$ cat src/rtl/fifo_rd_stream.sv
// fifo_rd_stream: read-side consumer of the async FIFO (rd_clk domain).
// Issues fifo_rd_en, absorbs the FIFO's 1-cycle read latency in a small
// skid buffer and presents a valid/ready stream; flush drains the FIFO.
// Ports:
//   rd_clk, rst_n        clock, async active-low reset
//   fifo_empty           FIFO empty flag
//   fifo_data(_valid)    FIFO read data and its qualifier
//   fifo_rd_en           FIFO read request
//   m_data/m_valid       stream out (head of skid buffer)
//   m_ready              stream ready
//   flush / flush_busy   drain request / high while draining
//   ovf_err              sticky: beat arrived with buffer full
//   occupancy            skid-buffer entries held
//   m_last               burst-end marker (FIFO_RD_STREAM_LAST_EN only)
// Optional feature macro: FIFO_RD_STREAM_LAST_EN (adds m_last and a
// pop counter modulo BURST_LEN; BURST_LEN is otherwise unused).

module fifo_rd_stream #(
    parameter int DATA_WIDTH = 16,
    parameter int SKID_DEPTH = 2,
    parameter int CNT_WIDTH  = 4,
    parameter int BURST_LEN  = 8
) (
    input  logic                  rd_clk,
    input  logic                  rst_n,
    input  logic                  fifo_empty,
    input  logic [DATA_WIDTH-1:0] fifo_data,
    input  logic                  fifo_data_valid,
    output logic                  fifo_rd_en,
    output logic [DATA_WIDTH-1:0] m_data,
    output logic                  m_valid,
    input  logic                  m_ready,
    input  logic                  flush,
    output logic                  flush_busy,
    output logic                  ovf_err,
`ifdef FIFO_RD_STREAM_LAST_EN
    output logic                  m_last,
`endif
    output logic [CNT_WIDTH-1:0]  occupancy
);

    generate
        if (SKID_DEPTH < 2 || SKID_DEPTH > 8 ||
            (1 << CNT_WIDTH) <= SKID_DEPTH ||
            BURST_LEN < 1) begin : g_bad_param
            $error("fifo_rd_stream: illegal parameters");
        end
    endgenerate

    typedef enum logic {
        RUN   = 1'b0,
        DRAIN = 1'b1
    } state_t;

    localparam int PW = $clog2(SKID_DEPTH);
    localparam logic [PW-1:0] LAST_IDX = PW'(SKID_DEPTH - 1);
    localparam logic [CNT_WIDTH:0] DEPTH_W = (CNT_WIDTH+1)'(SKID_DEPTH);

    state_t                state;
    logic [DATA_WIDTH-1:0] mem [SKID_DEPTH];
    logic [PW-1:0]         rd_ptr;
    logic [PW-1:0]         wr_ptr;
    logic                  inflight;
    logic                  in_run;
    logic                  pop;
    logic                  push;
    logic                  full;
    logic                  wr_fire;
    logic [CNT_WIDTH:0]    demand;

    // Non-power-of-2 depths wrap by explicit compare.
    function automatic logic [PW-1:0] ptr_inc(input logic [PW-1:0] p);
        return (p == LAST_IDX) ? '0 : p + 1'b1;
    endfunction

    assign in_run     = (state == RUN);
    assign flush_busy = ~in_run;
    assign m_valid    = (occupancy != '0);
    assign m_data     = m_valid ? mem[rd_ptr] : '0;
    assign pop        = m_valid & m_ready;
    assign push       = fifo_data_valid & in_run;
    assign full       = (occupancy == CNT_WIDTH'(SKID_DEPTH));
    assign wr_fire    = push & ~flush & (~full | pop);

    // Entries held plus the one in flight, minus the one leaving now.
    // Using pop here (m_ready combinationally) keeps 1 beat/cycle.
    assign demand = {1'b0, occupancy}
                  + {{CNT_WIDTH{1'b0}}, inflight}
                  - {{CNT_WIDTH{1'b0}}, pop};

    assign fifo_rd_en = ~fifo_empty & (~in_run | (demand < DEPTH_W));

    always_ff @(posedge rd_clk) begin
        if (wr_fire) begin
            mem[wr_ptr] <= fifo_data;
        end
    end

    always_ff @(posedge rd_clk or negedge rst_n) begin
        if (!rst_n) begin
            state     <= RUN;
            inflight  <= 1'b0;
            rd_ptr    <= '0;
            wr_ptr    <= '0;
            occupancy <= '0;
            ovf_err   <= 1'b0;
        end else begin
            inflight <= fifo_rd_en & ~fifo_empty;
            unique case (state)
                RUN: begin
                    if (flush) begin
                        state     <= DRAIN;
                        rd_ptr    <= '0;
                        wr_ptr    <= '0;
                        occupancy <= '0;
                    end else begin
                        if (pop) begin
                            rd_ptr <= ptr_inc(rd_ptr);
                        end
                        if (wr_fire) begin
                            wr_ptr <= ptr_inc(wr_ptr);
                        end
                        if (push & full & ~pop) begin
                            ovf_err <= 1'b1;
                        end
                        case ({wr_fire, pop})
                            2'b10:   occupancy <= occupancy + 1'b1;
                            2'b01:   occupancy <= occupancy - 1'b1;
                            default: occupancy <= occupancy;
                        endcase
                    end
                end
                DRAIN: begin
                    if (~flush & fifo_empty & ~inflight) begin
                        state <= RUN;
                    end
                end
            endcase
        end
    end

`ifdef FIFO_RD_STREAM_LAST_EN
    localparam int BW = $clog2(BURST_LEN + 1);
    localparam logic [BW-1:0] BEAT_LAST = BW'(BURST_LEN - 1);

    logic [BW-1:0] beat_cnt;

    assign m_last = m_valid & (beat_cnt == BEAT_LAST);

    // A flush restarts the burst count from beat 1.
    always_ff @(posedge rd_clk or negedge rst_n) begin
        if (!rst_n) begin
            beat_cnt <= '0;
        end else if (!in_run || flush) begin
            beat_cnt <= '0;
        end else if (pop) begin
            beat_cnt <= (beat_cnt == BEAT_LAST) ? '0 : beat_cnt + 1'b1;
        end
    end
`endif

endmodule
$ cat config.mk
export PLATFORM = sky130hd
export DESIGN_NAME = fifo_rd_stream
export DESIGN_NICKNAME = d
export VERILOG_FILES = /design/src/rtl/fifo_rd_stream.sv
export SDC_FILE = /design/constraint.sdc
export NUM_CORES = 1
export LEC_CHECK = 0
export ABC_AREA = 1
export BUFFER_PORTS_ARGS = -buffer_cell sky130_fd_sc_hd__buf_4
export CORE_ASPECT_RATIO = 1.75
export CORE_MARGIN = 1
export CORE_UTILIZATION = 50
export CTS_BUF_LIST = sky130_fd_sc_hd__clkbuf_4
export CTS_CLUSTER_SIZE = 14
export DETAILED_ROUTE_END_ITERATION = 10
export GPL_TIMING_DRIVEN = 0
export PLACE_DENSITY = 0.75
export SYNTH_ARGS = -nofsm -noshare
export SYNTH_HDL_FRONTEND = slang
export SYNTH_SLANG_ARGS = --single-unit
$ cat constraint.sdc
create_clock -name rd_clk -period 2.74 [get_ports rd_clk]
set_clock_uncertainty 0.1 [all_clocks]
set_input_delay 0 -clock rd_clk [delete_from_list [all_inputs] [get_ports rd_clk]]
set_output_delay 0 -clock rd_clk [all_outputs]
set_load 0.02 [all_outputs]
==> results of run 1 <==
-- sequential cells by signal, indices dropped and copies added (netlist names) --
register and count:
mem 32, rd_ptr 1, ovf_err 1, wr_ptr 1
occupancy 4, inflight 1, flush_busy 1
-- where the power goes --
group,internal (W),switching [W]
sequential,0.000731,0.0000553
clock,0.000119,0.000173
combinational,0.000788,0.00105
total,0.00164,0.00128
-- worst paths after layout --
| check | depth (start not counted) | to | slack (ps) |
|---|---|---|---|
| worst max register to register | 12 | inflight | 380 |
| worst max-delay path | 12 | fifo_rd_en | 90 |
| worst min register to register | 2 | flush_busy | 490 |
| min in group asynchronous | 3 | occupancy[0] | 580 |
| worst min-delay path | 7 | wr_ptr | 180 |
| max in group asynchronous | 3 | occupancy[1] | 1610 |
-- cell type report --
type	count	area (um2)	share of cell area
sequential	41	1190	0.4117
multi-input combinational	135	768.2	0.2658
timing repair buffer	83	683.2	0.2364
inverter	30	117.6	0.04069
tap	48	60.06	0.02078
clock buffer	7	52.55	0.01818
buffer	4	15.01	0.005195
clock inverter	1	3.754	0.001299
-- layout by cell type, fill, tap and decap left out, types with 2 or more instances in the layout --
| cell | synthesis | final |
|---|---|---|
| nand2_1 | 82 | 81 |
| buf_4 | 0 | 60 |
| edfxtp_1 | 32 | 32 |
| inv_1 | 26 | 24 |
| dlygate4sd3_1 | 0 | 21 |
| nand3_1 | 11 | 9 |
| clkbuf_4 | 0 | 7 |
| dfrtp_1 | 9 | 6 |
| nor2_1 | 7 | 5 |
| inv_2 | 3 | 5 |
| ha_1 | 6 | 5 |
| nor2_2 | 3 | 4 |
| clkbuf_1 | 4 | 4 |
| a21oi_1 | 5 | 4 |
| o21ai_1 | 3 | 3 |
| dfrtp_2 | 0 | 3 |
| nand2_8 | 0 | 2 |
| nand2_4 | 3 | 2 |
| o31ai_1 | 2 | 2 |
| nand2_2 | 2 | 2 |
| xnor2_1 | 2 | 2 |
| o21ai_0 | 2 | 2 |
| buf_6 | 0 | 2 |
-- stage by stage --
step | setup TNS (ps) | instances | instance area, um2 | hold slack [ps]
global placement | 0 | 303 | 2417 | -266.5
detailed placement | -4.267 | 303 | 2417 | -264.5
floorplan | 0 | 210 | 2019 | -395.6
global route | -68.74 | 349 | 2890 | 197.1
finish | 0 | 349 | 2890 | 182.5
CTS | 0 | 336 | 2738 | 35.21
-- critical path, stage by stage, from the launching register on --
cell	delay, ps
dfrtp_2	490
nor2_4	180
nand2_8	100
nand2_8	90
nor2_2	50
fa_2	370
or2_0	200
a21boi_1	160
nand2_1	60
nor2_1	100
nand3_1	90
a21oi_2	180
buf_6	140
-- layer usage --
metal  vias to the layer above  part of all wire
met3                        10             0.024
met1                       787              0.36
met5                         -                 0
met2                        41              0.59
li1                        847                 -
met4                         0             0.023
-- cell usage after synthesis --
| library cell | n |
|---|---|
| ha_1 | 6 |
| or2_0 | 1 |
| nand2_4 | 3 |
| nor2_2 | 3 |
| o31ai_1 | 2 |
| o21ai_0 | 2 |
| nand2_1 | 82 |
| nand2_2 | 2 |
| nand4_1 | 1 |
| inv_1 | 26 |
| nand3_1 | 11 |
| clkinv_4 | 1 |
| edfxtp_1 | 32 |
| inv_2 | 3 |
| a21boi_1 | 1 |
| fa_1 | 2 |
| dfrtp_1 | 9 |
| xnor2_1 | 2 |
| clkbuf_1 | 4 |
| nor2_1 | 7 |
| a21oi_4 | 1 |
| a21oi_1 | 5 |
| o21ai_2 | 1 |
| o21ai_1 | 3 |
-- repair_timing --
action / 4_1_cts / 5_1_grt
hold buffers: 21 / 0
resized for setup: 8 / 10
buffers inserted: 4 / 12
setup endpoints to repair: 17 / 1
pin swaps: 3 / 10
endpoints found under the hold margin: 49 / 0
-- cell families after synthesis --
kind of cell / count (synthesis) / synth area share
XOR/XNOR: 2 / 0.008692
buffers and inverters: 34 / 0.06579
adder cells (fa/ha/maj): 8 / 0.05711
flip-flops: 41 / 0.5885
AND/OR/NAND/NOR: 110 / 0.2315
AO/OA/AOI/OAI: 15 / 0.04842
==> out/qor.csv, run 1 <==
stage,metric,value,unit
outcome,status,"finished, final reports clean",
synth,synth_top_area_share,0.4767,
setup_path,end_kind,output port,
synth,yosysSeqAreaShare,0.5885,
min_path,min_from,fifo_data_valid,
power,ir_worst_vdd,0.7363,mV
global_route,grt_max_degree,18,
die,dieArea,0.004299,mm2
placed_design,dp_hpwl,2.740,mm
min_path,holdCritPathClass,input port to register,
clock_tree,tritoncts,done,
detailed_routing,num_vias,1685,
synth,synth_area_leaders,"edfxtp_1, nand2_1, dfrtp_1",
clock_tree,cts_made_buffers,5,
power,power,0.002919,W
synth,synth_area,0.002016,mm2
synth,synth_cell_types,24,
placed_design,portBuffers,45,
detailed_routing,wl_per_cell,13.05,um
die,die_h,86.00,um
power,power_density,1010,mW/mm2
sta,setup_slack,94.81,ps
global_route,busiest_layer,met2,
sta,hold_viol_final,0,
sta,setup-violations-final,0,
detailed_routing,drt_first_iter_violations,24,
final_layout,utilization,0.7476,
placed_design,dpl_worst_slack,-0.6368,ps
sta,rsz0062_at_grt,true,
sta,finalMaxSlewViolations,0,
global_route,gr-total-overflow,0,
detailed_routing,first_pass_iters,4,
final_layout,drive_above_1_share,0.3189,
synth,syn_nets,240,
detailed_routing,drtAntennaViolNets,0,
final_layout,fin_nets,330,
final_layout,n_fill_cell,265,
detailed_routing,wl,4.556,mm
clock_tree,clockRootBuffer,clkbuf_4,
global_route,grt_pass1_wl,6.727,mm
synth,yosys_warnings,0,
synth,ys_seq_elements,41,
clock_tree,clk_pin_slew,110,ps
global_route,grt_pass1_vias,1553,
sta,period_minus_slack,2645,ps
final_layout,n_antenna_cell,0,
detailed_routing,via_per_inst,4.828,
clock_tree,cts.sinks,41,
placed_design,gp_congestion,0.7084,
clock_tree,clkLatencyLatePin,330,ps
sta,tightestPinTransition,879.8,ps
power,power_leakage,1.392,nW
global_route,met3_usage,0.02837,
die,num_rows,30,
setup_path,cp-startpoint,occupancy[0],
die,fp.coreArea,0.003866,mm2
setup_path,worstPathArrival,2550,ps
die,die_w,50.00,um
die,pin_count,46,
synth,synthCells,210,
global_route,grt_antenna_before_repair,0,
global_route,use_met1,0.2047,
clock_tree,clk_path_buf_depth,2,
detailed_routing,route.detailed.drc,0,
job,max-cap-violations,0,
setup_path,crit_fanout,6,
synth,avgSynthCellArea,9.598,um2
setup_path,start_kind,register,
die,start_util,0.5214,
final_layout,area_growth,43.39,%
setup_path,crit_required,2640,ps
setup_path,crit_type,register to output port,
synth,yosysTopAreaCell,edfxtp_1,
sta,finalCritPeriodShare,0.9654,
clock_tree,htreeDepth,2,
global_route,use_met2,0.4194,
sta,max_freq,378.0,MHz
sta,slew_headroom,0.4129,
setup_path,timing.rr.start,occupancy[0],
global_route,gr-usage-all-layers,0.2121,
(Power assumes the default switching activity.)
==> run 2, diff against run 1 <==
Settings changed: CORE_ASPECT_RATIO 1.75 to 1.5, CTS_BUF_LIST sky130_fd_sc_hd__clkbuf_4 to unset, CTS_CLUSTER_SIZE 14 to unset.
==> run 2 against run 1 <==
  * Power down 0.23%
  * Setup slack got worse by 73 ps
  * Final area down 0.95%
  * Sequential share of layout area increased by 0.35 points
  * Cell count down 2.6%
  * Critical endpoint unchanged
  * Global-route usage up 0.15 points
  * Count of clock-buffer cells in the layout increased by 1
  * Core utilization up 1.6 points
  * Clock power is 24% higher
  * Via count is 1.5% lower
  * First-iteration DRC count increased by 46%
==> out/qor.csv, run 2 (synthesized netlist as in run 1, its figures left out) <==
stage,metric,value,unit,change
final_layout,n_antenna_cell,0,,unchanged
setup_path,crit_chain,inv_2 -> ha_4 -> nand2_4 -> nand2_8 -> nand2_4 -> nand3_4 -> fa_2 -> or2_0 -> a21boi_1 -> nand2_1 -> nor2_1 -> nand3_1 -> a21oi_2 -> buf_4,,
final_layout,multi_input_area,762.0,um2,-0.81%
global_route,grt_pass1_wl,6.389,mm,-5.0%
detailed_routing,first_pass_iters,4,,unchanged
setup_path,r2r_slack,290,ps,-90 ps
setup_path,worstPathArrival,2620,ps,+70 ps
sta,period_minus_slack,2718,ps,+73.25 ps
clock_tree,clk_path_buf_depth,2,,unchanged
global_route,grt_antenna_before_repair,0,,unchanged
final_layout,top_regs,"mem x32, occupancy x4",,
min_path,holdCritPathClass,input port to register,,
final_layout,n_fill_cell,261,,-1.5%
die,dieArea,0.004294,mm2,-0.12%
sta,tightestPinTransition,866.4,ps,-13.37 ps
placed_design,portBuffers,45,,unchanged
power,power_density,1017,mW/mm2,+0.73%
final_layout,largest_reg_flops,32,,unchanged
job,max-cap-violations,0,,unchanged
final_layout,final_common_cell,nand2_1,,
setup_path,r2r_cells,14,,+2
min_path,holdPathStages,5,,-2
clock_tree,clkLatencyLatePin,280,ps,-50 ps
detailed_routing,wl_per_cell,12.54,um,-4.0%
clock_tree,htreeDepth,2,,unchanged
detailed_routing,num_vias,1659,,-1.5%
setup_path,start_kind,register,,
die,start_util,0.5375,,+0.01618
sta,max_freq,367.9,MHz,-2.7%
detailed_routing,route.detailed.drc,0,,unchanged
final_layout,regArea,0.001189,mm2,-0.11%
final_layout,drive_above_1_share,0.2997,,-0.01927
sta,hold_slack,215.8,ps,+33.28 ps
final_layout,layout_common_cells,"nand2_1, buf_4, edfxtp_1, inv_1, dlygate4sd3_1",,
placed_design,placed_cell_area,0.002411,mm2,-0.26%
outcome,status,"finished, final reports clean",,
global_route,gr-usage-all-layers,0.2136,,+0.001550
placed_design,gp_congestion,0.7093,,+0.13%
detailed_routing,via_per_inst,4.879,,+1.1%
setup_path,crit_required,2640,ps,about the same
die,num_rows,27,,-10%
global_route,gr-total-overflow,0,,unchanged
final_layout,area_growth,42.02,%,
sta,fin_tns_setup,0,ps,unchanged
sta,slew_headroom,0.4218,,+0.008924
sta,rsz0062_at_grt,true,,
clock_tree,cts_made_buffers,5,,unchanged
global_route,grt_max_degree,18,,unchanged
die,fp.coreArea,0.003750,mm2,-3.0%
die,pin_count,46,,unchanged
die,die_w,53.84,um,+7.7%
sta,hold_viol_final,0,,unchanged
setup_path,cp_slowest_cell,dfrtp_1,,
final_layout,top_register,mem,,
placed_design,dp_hpwl,2.623,mm,-4.3%
global_route,grt_pass1_vias,1479,,-4.8%
setup_path,cp_top_family,simple AND/OR/NAND/NOR gates,,
min_path,hold_end,rd_ptr,,
setup_path,reg2reg_to,inflight,,
setup_path,end_kind,output port,,
sta,finalCritPeriodShare,0.9921,,+0.02673
sta,finalMaxSlewViolations,0,,unchanged
clock_tree,cts.sinks,41,,unchanged
final_layout,design_area,0.002863,mm2,-0.95%
setup_path,crit_type,register to output port,,
power,ir_worst_vdd,0.7819,mV,+6.2%
detailed_routing,drt_first_iter_violations,35,,+46%
setup_path,max_stage_delay,390,ps,-100 ps
sta,setup-violations-final,0,,unchanged
detailed_routing,drtAntennaViolNets,0,,unchanged
clock_tree,clk_pin_slew,70,ps,-40 ps
clock_tree,clockRootBuffer,clkbuf_8,,
power,power_leakage,1.377,nW,-1.1%
setup_path,critPathBufInv,2,,+1
setup_path,crit_fanout,3,,-3
die,die_h,79.76,um,-7.3%
min_path,min_from,m_ready,,
clock_tree,tritoncts,done,,
detailed_routing,wl,4.262,mm,-6.5%
setup_path,timing.rr.start,occupancy[2],,
final_layout,fin_nets,326,,-1.2%
setup_path,crit_path_frequent_cell,nand2_4,,
==> run 2: metal layers <==
metal | vias to the layer above | track usage | part of all wire
met5 | - | 0 | 0
met4 | 0 | 0.09474 | 0.031
met3 | 17 | 0.04571 | 0.039
met2 | 56 | 0.3790 | 0.56
met1 | 749 | 0.2310 | 0.37
li1 | 837 | - | -
==> run 2: layout make-up <==
cell class / instances / share of cell area
Multi-Input combinational cell: 135 / 0.2662
Timing Repair Buffer: 79 / 0.2255
Sequential cell: 41 / 0.4152
Tap cell: 43 / 0.01879
Clock buffer: 8 / 0.02797
Inverter: 30 / 0.04108
Buffer: 4 / 0.005245
==> run 2: metrics by stage <==
step	setup slack, ps	power (W)	instances	util
after detailed placement	63.52	0.002297	298	0.6430
final	21.57	0.002913	340	0.7634
after global placement	51.67	0.002281	298	0.6430
after CTS	25.08	0.002731	330	0.7271
after floorplan	109.2	0.001804	210	-
after global routing	-105.7	0.003139	340	0.7634
==> run 2: worst min-delay path: stages <==
cell	delay, ps
buf_4	150
nand2_8	70
buf_4	130
a21oi_1	70
o21ai_0	130
==> run 2: what timing repair did <==
action | CTS | global route
hold endpoints to repair | 44 | 0
buffers inserted | 3 | 10
pin swaps | 1 | 9
resized for setup | 1 | 13
endpoints found under the setup margin | 1 | 1
hold buffers | 21 | 0
==> run 2: how the worst max path moves through the flow <==
stage / slack (ps) / startpoint / cells past startpoint / end
final: 20 / occupancy[2] / 14 / fifo_rd_en
after global placement: 50 / occupancy[2] / 5 / mem[1][0]
after global routing: -110 / occupancy[3] / 14 / fifo_rd_en
after detailed placement: 60 / occupancy[2] / 5 / mem[0][0]
after floorplan: 110 / occupancy[3] / 13 / inflight
after CTS: 30 / occupancy[2] / 14 / fifo_rd_en
==> run 2: power by group <==
part	internal, W	leakage [nW]	switching (W)
Sequential	0.000731	0.395	0.0000536
Combinational	0.000738	0.942	0.00103
Clock	0.000181	0.0395	0.000179
Total	0.00165	1.38	0.00126
==> run 3, diff against run 2 <==
Settings changed: ABC_AREA 1 to unset.
==> run 3 against run 2 <==
  * The run now ends with negative setup slack left
  * Global-route usage is 0.72 points higher
  * Synthesized cell count down 31%
  * Power increased by 2.9%
  * Count of clock-buffer cells in the layout down 3
  * Setup slack got worse by 24 ps
  * First-iteration DRC count rose by 23%
  * Clock power grew 28%
  * Via count decreased by 14%
  * Fmax down 0.87%
  * Sequential power up 4.2%
  * Final area is 1.7% lower
  * Cell count fell by 22%
  * Critical path type unchanged
  * Largest cell class unchanged
  * Largest power group unchanged
==> out/qor.csv, run 3 <==
stage,metric,value,unit,change
outcome,status,"finished, violations left",,
outcome,violations,negative setup slack,,
final_layout,drive_above_1_share,0.3982,,+0.09853
clock_tree,clockRootBuffer,clkbuf_8,,
setup_path,start_kind,register,,
synth,yosysTopAreaCell,edfxtp_1,,
final_layout,area_growth,43.77,%,
power,power,0.002999,W,+2.9%
setup_path,crit_fanout,2,,-1
clock_tree,clkLatencyLatePin,280,ps,about the same
synth,synth_ff_type,edfxtp_1,,
synth,synth_cell_types,39,,+63%
sta,max_freq,364.6,MHz,-0.87%
final_layout,top_register,mem,,
setup_path,crit_required,2640,ps,about the same
setup_path,crit_chain,inv_2 -> ha_4 -> nor3b_4 -> or3_4 -> ha_4 -> and3_4 -> a221oi_4 -> xor2_2 -> o32ai_4 -> buf_6,,
job,max-cap-violations,0,,unchanged
die,dieArea,0.004176,mm2,-2.8%
setup_path,critPathBufInv,2,,unchanged
synth,yosysSeqAreaShare,0.6058,,+0.01730
placed_design,dpl_worst_slack,-153.9,ps,-217.4 ps
final_layout,fin_nets,251,,-23%
global_route,gr-total-overflow,0,,unchanged
placed_design,dp_hpwl,2.952,mm,+13%
sta,setup-violations-final,1,,+1
final_layout,layout_common_cells,"buf_4, edfxtp_1, nor2_1, dlygate4sd3_1, mux2i_1",,
sta,period_minus_slack,2742,ps,+23.97 ps
global_route,gr-usage-all-layers,0.2209,,+0.007241
setup_path,reg2reg_to,occupancy[3],,
sta,fin_tns_setup,-2.406,ps,-2.406 ps
synth,synth_area,0.001958,mm2,-2.9%
setup_path,cp_top_family,simple AND/OR/NAND/NOR gates,,
sta,tightestPinTransition,794.4,ps,-72.01 ps
min_path,hold_end,rd_ptr,,
placed_design,portBuffers,44,,-2.2%
sta,finalCritPeriodShare,1.001,,+0.008749
setup_path,timing.rr.start,occupancy[2],,
global_route,grt_pass1_vias,1484,,+0.34%
placed_design,placed_cell_area,0.002380,mm2,-1.3%
detailed_routing,wl,4.340,mm,+1.8%
clock_tree,clk_path_buf_depth,2,,unchanged
die,fp.coreArea,0.003716,mm2,-0.90%
setup_path,max_stage_delay,420,ps,+30 ps
setup_path,end_kind,output port,,
sta,hold_viol_final,0,,unchanged
detailed_routing,num_vias,1421,,-14%
die,pin_count,46,,unchanged
synth,avgSynthCellArea,13.60,um2,+42%
sta,rsz0062_at_grt,true,,
power,power_leakage,1.195,nW,-13%
power,power_density,1065,mW/mm2,+4.7%
setup_path,crit_path_frequent_cell,ha_4,,
synth,synth-edff-count,32,,unchanged
clock_tree,cts_made_buffers,5,,unchanged
setup_path,crit_type,register to output port,,
sta,slew_headroom,0.4704,,+0.04863
final_layout,final_common_cell,buf_4,,
final_layout,design_area,0.002815,mm2,-1.7%
clock_tree,cts.sinks,41,,unchanged
placed_design,gp_congestion,0.8334,,+17%
global_route,grt_antenna_before_repair,0,,unchanged
clock_tree,tritoncts,done,,
synth,synth_area_leaders,"edfxtp_1, dfrtp_1, mux2i_1",,
final_layout,n_antenna_cell,0,,unchanged
synth,async_flop_share,0.2195,,unchanged
min_path,holdCritPathClass,input port to register,,
synth,synthTopCellsByCount,"edfxtp_1, nor2_1, mux2i_1, dfrtp_1",,
detailed_routing,wl_per_cell,16.44,um,+31%
synth,yosys_warnings,0,,unchanged
sta,setup_slack,-2.406,ps,-23.97 ps
synth,syn_nets,174,,-28%
setup_path,r2r_slack,190,ps,-100 ps
synth,synthCells,144,,-31%
final_layout,top_regs,"mem x32, occupancy x4",,
detailed_routing,drtAntennaViolNets,0,,unchanged
sta,finalMaxSlewViolations,0,,unchanged
global_route,grt_max_degree,17,,-1
min_path,min_from,m_ready,,
power,ir_worst_vdd,0.8357,mV,+6.9%
synth,yosysMostFrequentCell,edfxtp_1,,
die,die_h,78.65,um,-1.4%
detailed_routing,via_per_inst,5.383,,+10%
detailed_routing,route.detailed.drc,0,,unchanged
setup_path,worstPathArrival,2640,ps,+20 ps
die,die_w,53.10,um,-1.4%
clock_tree,htreeDepth,2,,unchanged
synth,synth_top_area_share,0.4907,,+0.01401
global_route,grt_pass1_wl,6.555,mm,+2.6%
detailed_routing,first_pass_iters,4,,unchanged
final_layout,largest_reg_flops,32,,unchanged
die,num_rows,27,,unchanged
clock_tree,clk_pin_slew,80,ps,about the same
detailed_routing,drt_first_iter_violations,43,,+23%
synth,ys_seq_elements,41,,unchanged
setup_path,r2r_cells,10,,-4
min_path,holdPathStages,4,,-1
die,start_util,0.5269,,-0.01060
setup_path,cp_slowest_cell,or3_4,,
## run 3: changes by cell type in the layout (fill, tap and decap cells not counted), sizes merged, moves of 4 or more
cell / before / now
nand2: 87 / 4
inv: 29 / 7
mux2i: 0 / 17
nand3: 11 / 1
nor2: 10 / 20
clkbuf: 12 / 6
o21ai: 6 / 1
buf: 58 / 54
xor2: 0 / 4
## run 3: through the flow
stage | std cells | util | hold WS [ps]
after global routing | 264 | 0.7576 | 127.1
after global placement | 231 | 0.6360 | -269.2
after detailed placement | 232 | 0.6404 | -263.8
final | 264 | 0.7576 | 92.97
after CTS | 262 | 0.7343 | 90.85
after floorplan | 144 | - | -395.6
## run 3: final cells by class
cell class	instances	area [um2]
multi-input combinational	91	835.8
clock inverter	2	35.03
sequential	41	1189
tap	43	53.80
clock buffer	5	68.82
buffer	5	23.77
fill	258	900.9
inverter	7	26.28
timing repair buffer	70	583.1
## run 3: logic make-up (layout without fill, tap and decap cells)
family / after synthesis / after routing / share of synthesized area
flip-flops: 41 / 41 / 0.6058
AND/OR/NAND/NOR: 41 / 41 / 0.1137
multiplexers: 19 / 19 / 0.09840
AO/OA/AOI/OAI: 17 / 17 / 0.07092
buffers and inverters: 12 / 89 / 0.02556
adder cells (fa/ha/maj): 8 / 8 / 0.05879
XOR/XNOR: 6 / 6 / 0.02684
## run 3: worst max-delay path by stage
| stage | start | to | depth (start not counted) |
|---|---|---|---|
| final | occupancy[2] | fifo_rd_en | 10 |
| after global routing | occupancy[2] | fifo_rd_en | 10 |
| after CTS | occupancy[3] | fifo_rd_en | 11 |
| after detailed placement | occupancy[3] | fifo_rd_en | 10 |
| after global placement | occupancy[2] | mem[0][4] | 4 |
| after floorplan | occupancy[3] | inflight | 9 |
## run 3: tightest hold or removal path: cells and delay by family
family / cells / cell delay [ps]
buffers and inverters: 1 / 130
AND/OR/NAND/NOR: 1 / 70
multiplexers: 1 / 130
AO/OA/AOI/OAI: 1 / 90
## run 3: report_power, final
part           internal, W  switching [W]
sequential        0.000747      0.0000707
clock             0.000265       0.000197
combinational     0.000795       0.000924
total              0.00181        0.00119
## run 3: metal layers
metal / vias up / global-route usage / wire length, um
met3: 6 / 0.03876 / 158
li1: 672 / - / -
met4: 0 / 0.1026 / 48
met5: - / 0 / 0
met2: 43 / 0.4177 / 2533
met1: 700 / 0.2182 / 1600
## run 3: timing repair
item | in CTS | in global routing
setup endpoints to repair | 3 | 2
resized for setup | 5 | 12
buffers inserted | 3 | 2
hold buffers | 20 | 0
pin swaps | 3 | 5
hold endpoints to repair | 46 | 0
